$ cat config.mk
export PLATFORM = sky130hd
export DESIGN_NAME = int_sequencer
export DESIGN_NICKNAME = d
export VERILOG_FILES = /design/src/rtl/int_sequencer.sv
export SDC_FILE = /design/constraint.sdc
export NUM_CORES = 1
export LEC_CHECK = 0
export ABC_AREA = 1
export BUFFER_PORTS_ARGS = -buffer_cell sky130_fd_sc_hd__buf_2
export CAP_MARGIN = 20
export CELL_PAD_IN_SITES_DETAIL_PLACEMENT = 1
export CELL_PAD_IN_SITES_GLOBAL_PLACEMENT = 1
export CORE_MARGIN = 10
export CORE_UTILIZATION = 37
export DETAILED_ROUTE_END_ITERATION = 10
export HOLD_SLACK_MARGIN = 0.03
export PLACE_DENSITY = 0.83
export SETUP_SLACK_MARGIN = 0.05
export SKIP_CTS_REPAIR_TIMING = 1
export SLEW_MARGIN = 20
export SYNTH_ARGS = -nofsm -noshare
export SYNTH_HDL_FRONTEND = slang
export SYNTH_SLANG_ARGS = --single-unit
$ cat constraint.sdc
create_clock -name clk -period 2.2 [get_ports clk]
set_input_delay 0 -clock clk [delete_from_list [all_inputs] [get_ports clk]]
set_output_delay 0 -clock clk [all_outputs]
set_load 0.05 [all_outputs]
$ cat src/rtl/int_sequencer.sv
// Interrupt sequencer: edge-latches 32 sources, picks the lowest unmasked one,
// handshakes with the pipeline, then writes EPC/Cause/Status and redirects fetch.
module int_sequencer #(
  parameter logic [31:0] HANDLER_ADDR = 32'h0000_4180,
  parameter int          EPC_IDX      = 14,
  parameter int          CAUSE_IDX    = 13,
  parameter int          STATUS_IDX   = 12
) (
  input  logic        clk,
  input  logic        rst_n,
  input  logic [31:0] irq,
  input  logic [31:0] status_in,
  input  logic [31:0] epc_in,
  input  logic        int_ack,
  input  logic        eret,
  output logic        int_req,
  output logic        cp0_we,
  output logic [4:0]  cp0_waddr,
  output logic [31:0] cp0_wdata,
  output logic        redirect,
  output logic [31:0] redirect_pc,
  output logic        busy,
  output logic [31:0] pending
);

  typedef enum logic [2:0] {
    IDLE, REQ, WR_EPC, WR_CAUSE, WR_STATUS, JUMP, IN_SVC, RESTORE
  } state_t;

  localparam logic [4:0] EPC_A    = 5'(EPC_IDX);
  localparam logic [4:0] CAUSE_A  = 5'(CAUSE_IDX);
  localparam logic [4:0] STATUS_A = 5'(STATUS_IDX);

  state_t      state, nxt;
  logic [31:0] irq_q, sel, epc_q, st_q;
  logic [4:0]  idx;
  logic [31:0] rise, clr, valids, onehot;
  logic [4:0]  enc;

  assign rise   = irq & ~irq_q;
  assign valids = pending & ~status_in;
  assign clr    = (state == REQ && int_ack) ? sel : 32'd0;

  // Lowest set bit wins; the encoder only has to find the single hot bit.
  always_comb begin
    onehot = valids & (~valids + 32'd1);
    enc    = 5'd0;
    for (int i = 0; i < 32; i++)
      if (onehot[i]) enc = 5'(i);
  end

  always_ff @(posedge clk) begin
    if (!rst_n) begin
      state   <= IDLE;
      irq_q   <= '0;
      pending <= '0;
      sel     <= '0;
      idx     <= '0;
      epc_q   <= '0;
      st_q    <= '0;
    end else begin
      state   <= nxt;
      irq_q   <= irq;
      // A new rise on the bit being cleared must survive, so set wins.
      pending <= (pending & ~clr) | rise;
      if (state == IDLE && |valids) begin
        sel <= onehot;
        idx <= enc;
      end
      if (state == REQ && int_ack) begin
        epc_q <= epc_in;
        st_q  <= status_in;
      end
    end
  end

  always_comb begin
    nxt         = state;
    int_req     = 1'b0;
    cp0_we      = 1'b0;
    cp0_waddr   = 5'd0;
    cp0_wdata   = 32'd0;
    redirect    = 1'b0;
    redirect_pc = 32'd0;
    busy        = (state != IDLE);
    case (state)
      IDLE:      if (|valids) nxt = REQ;
      REQ: begin
        int_req = 1'b1;
        if (int_ack) nxt = WR_EPC;
      end
      WR_EPC: begin
        cp0_we    = 1'b1;
        cp0_waddr = EPC_A;
        cp0_wdata = epc_q;
        nxt       = WR_CAUSE;
      end
      WR_CAUSE: begin
        cp0_we    = 1'b1;
        cp0_waddr = CAUSE_A;
        cp0_wdata = {25'd0, idx, 2'b00};
        nxt       = WR_STATUS;
      end
      WR_STATUS: begin
        cp0_we    = 1'b1;
        cp0_waddr = STATUS_A;
        cp0_wdata = st_q | sel;
        nxt       = JUMP;
      end
      JUMP: begin
        redirect    = 1'b1;
        redirect_pc = HANDLER_ADDR;
        nxt         = IN_SVC;
      end
      IN_SVC:    if (eret) nxt = RESTORE;
      RESTORE: begin
        cp0_we    = 1'b1;
        cp0_waddr = STATUS_A;
        cp0_wdata = status_in & ~sel;
        nxt       = IDLE;
      end
      default:   nxt = IDLE;
    endcase
  end

endmodule

==> run summary <==
final critical-path required period - 2.08 ns
#FFs+latches synth - 168
Synth async-reset ratio - 0%
Detailed Route Iter0 Violations - 396
Buf+Inv Stages, Crit Path - 1
initial antenna violation count - 1
top post-synthesis cells by area - dfxtp_1, o21ai_0, nor2_1, inv_1, nand2_1
number of synthesized flops with an enable pin - 0
root buf cell - clkbuf_16
vias in the first global route - 7,999
Setup crit end kind - register
Final Wtd Congestion - 0.843
Hold Vio Cnt, Final - 0
clock transition at the registers of the reported paths - 0.07 ns
CP top delay family - simple AND/OR/NAND/NOR gates
Worst Hold Class - in -> reg
Pleak - 5.20 nW
most frequent cells in the layout - buf_2, dfxtp_1, o21ai_0
commonest non-fill, non-tap cell in the layout - buf_2
chip width - 163 µm
Adder-Cell Fraction of Synth Area - 0%
Final HPWL DP - 18,800 µm
TritonCTS clock tree - done
Finished Cell Area - 0.0105 mm²
core area - 0.0202 mm²
Distinct cells, synth - 36
slowest CP cell - dfxtp_4
area delta synth->final - 38.3%
DR vias - 8,043
all-layer global routing usage - 19.1%
maximum VDD drop - 542 µV
Clock Path Buffers - 2
Top-Level Pins - 205
clk_skew - 0.0165 ns
end of the worst hold path - pending[10]
largest net degree at the start of global routing - 124
largest family of logic cells by synthesized area - simple AND/OR/NAND/NOR gates
Die H - 163 µm
Compound-Gate Fraction of Synth Area - 18.7%
max frequency - 0.480 GHz
Detailed Routing Iterations Pass 1 - 5
I/O Buffers - 174
Slew HR - 58.3%
Worst R2R Setup Slack - 0.12 ns
max_cap viols - 0
R2R Path Start - pending[6]
fill count - 2,565
Area after DPL - 0.00864 mm²
Yosys top cell by area - dfxtp_1
Overflow after GRT - 0
DIE AREA - 0.0266 mm²
Logic pwr share - 23.7%
worst setup margin - 0.116 ns
DR vias/cell - 5.03
DRT Wirelength - 29,400 µm
Reg power frac - 41.0%
worst-margin pin slew - 0.624 ns
Worst EP arrival - 2.43 ns
Syn Area/Cell - 7.18 µm²
hold depth - 3
total power - 0.00859 W
Startpoint Class - register
Slew Viols, Final - 0
DP Worst Slack - 0.123 ns
ratio of cells with drive above 1 in the final layout - 23.1%
# DRC - 0
clock share of power - 35.3%
sequential share of the synthesized area - 44.3%
Row Count - 52
mux cell area share after synthesis - 0%
nets - 1,416
FF-to-FF path depth - 14
drt wl/cell - 18.4 µm
critical path, cell by cell - nand2_4 > nand2_2 > nor2_2 > nand2_2 > nor2_4 > nand2_2 > nor2_4 > nand2_4 > nor2_8 > nand2_4 > nand2_8 > clkbuf_16 > a21oi_1 > a211oi_2
Reg2Reg Capture Point - sel[2]
status - finished, final reports clean
top-area cell type share of the netlist area - 44.3%
Syn. warnings - 0
Max FO, Critical Path - 8
final setup vio count - 0
first-pass GRT wire length - 41,600 µm
Post-Synth XOR/XNOR Area - 0%
synthesized instance count - 1,057
PD cells - 819 mW/mm²
Routed Antenna Nets - 0
Internal Dissipation - 0.00572 W
Clock Latency Late Sink - 0.44 ns
Initial Utilization - 37.5%
Simple-Gate Fraction of Synth Area - 23.7%
slowest cell delay on critical path - 0.37 ns
final worst-path cycle share - 94.7%
CTS Buf Count - 17
Sw Ratio - 33.4%
Worst EP required - 2.54 ns
final setup TNS - 0 ns
Switch Pwr - 0.00287 W
Mapped Area - 0.00759 mm²
hold path startpoint - rst_n
CP Class - reg -> reg
Primary FF master, synth - dfxtp_1
CTS H-tree depth - 4
CTS sink cnt - 168
-- Yosys cell counts (2+ instances only) --
cell and number:
nor2_4 2, a31oi_1 2, buf_2 2, buf_4 34, nor2_1 149, nor2_8 2
a21oi_1 49, o2111ai_1 3, nor3_1 11, buf_6 4, o21ai_1 12, dfxtp_1 168
nor4_1 2, nand2_2 6, or2_2 7, a211oi_2 5, nand2_1 130, a211oi_1 5
clkbuf_1 43, inv_2 5, inv_1 132, nand2_4 4, nand4_1 10, buf_1 3
o21ai_0 146, or4_1 2, o22ai_1 32, nand3_1 75, a22oi_1 5
-- metal layers --
layer  track usage, %  vias up  part of all wire [%]
met5                0        -                     0
met4             5.29        0                   1.3
met3             5.13       30                   6.2
met2             31.3      211                    49
met1             24.3     3891                    44
li1                 -     3911                     -
-- flip-flops by register name, summed over array words and instances, names as in the netlist --
register	cells
state	3
st_q	32
pending	32
epc_q	32
sel	32
irq_q	32
idx	5
-- how the worst max path moves through the flow --
stage	start	end	slack, ns	cells past startpoint
detailed placement	pending[24]	idx[4]	0.12	15
floorplan	pending[3]	idx[3]	0.06	17
CTS	state[2]	cp0_wdata[0]	0.01	6
global placement	pending[4]	idx[3]	0.12	12
global route	pending[7]	sel[11]	-0.004	14
finish	pending[6]	sel[2]	0.12	14
-- per-stage QoR --
step	utilization [%]	hold slack, ns	std cells
2_1_floorplan	-	0.111	1086
3_3_place_gp	42.7	0.203	1457
3_5_place_dp	42.7	0.208	1457
4_1_cts	45.7	-0.245	1489
5_1_grt	51.9	0.149	1600
6_report	51.9	0.140	1600
-- cell families after synthesis --
| kind of cell | Yosys count |
|---|---|
| other cells | 1 |
| compound gates | 260 |
| simple gates | 404 |
| buf+inv | 224 |
| flops | 168 |
-- power groups by stage --
stage               clock, W  combinational [W]  sequential, W
global route         0.00322            0.00221        0.00355
CTS                  0.00308            0.00175        0.00350
floorplan                  0            0.00110        0.00371
detailed placement         0            0.00174        0.00356
finish               0.00304            0.00204        0.00352
global placement           0            0.00170        0.00355
-- layout make-up --
class                           count  area, µm²  area share, %
Multi-Input combinational cell    694       3460           32.9
Sequential cell                   168       3380           32.2
Timing Repair Buffer              297       2190           20.9
Inverter                          138        526           5.01
Clock buffer                       19        453           4.32
Tap cell                          270        338           3.22
Clock inverter                     13        145           1.38
Antenna cell                        1       2.50         0.0238
-- worst register-to-register path: cells and delay by family (launching register included) --
kind	cells	cell delay, ns
AO/OA/AOI/OAI	2	0.22
buffers and inverters	1	0.18
flip-flops	1	0.37
AND/OR/NAND/NOR	11	1.23
No activity file was read; power rests on OpenSTA's default activity.
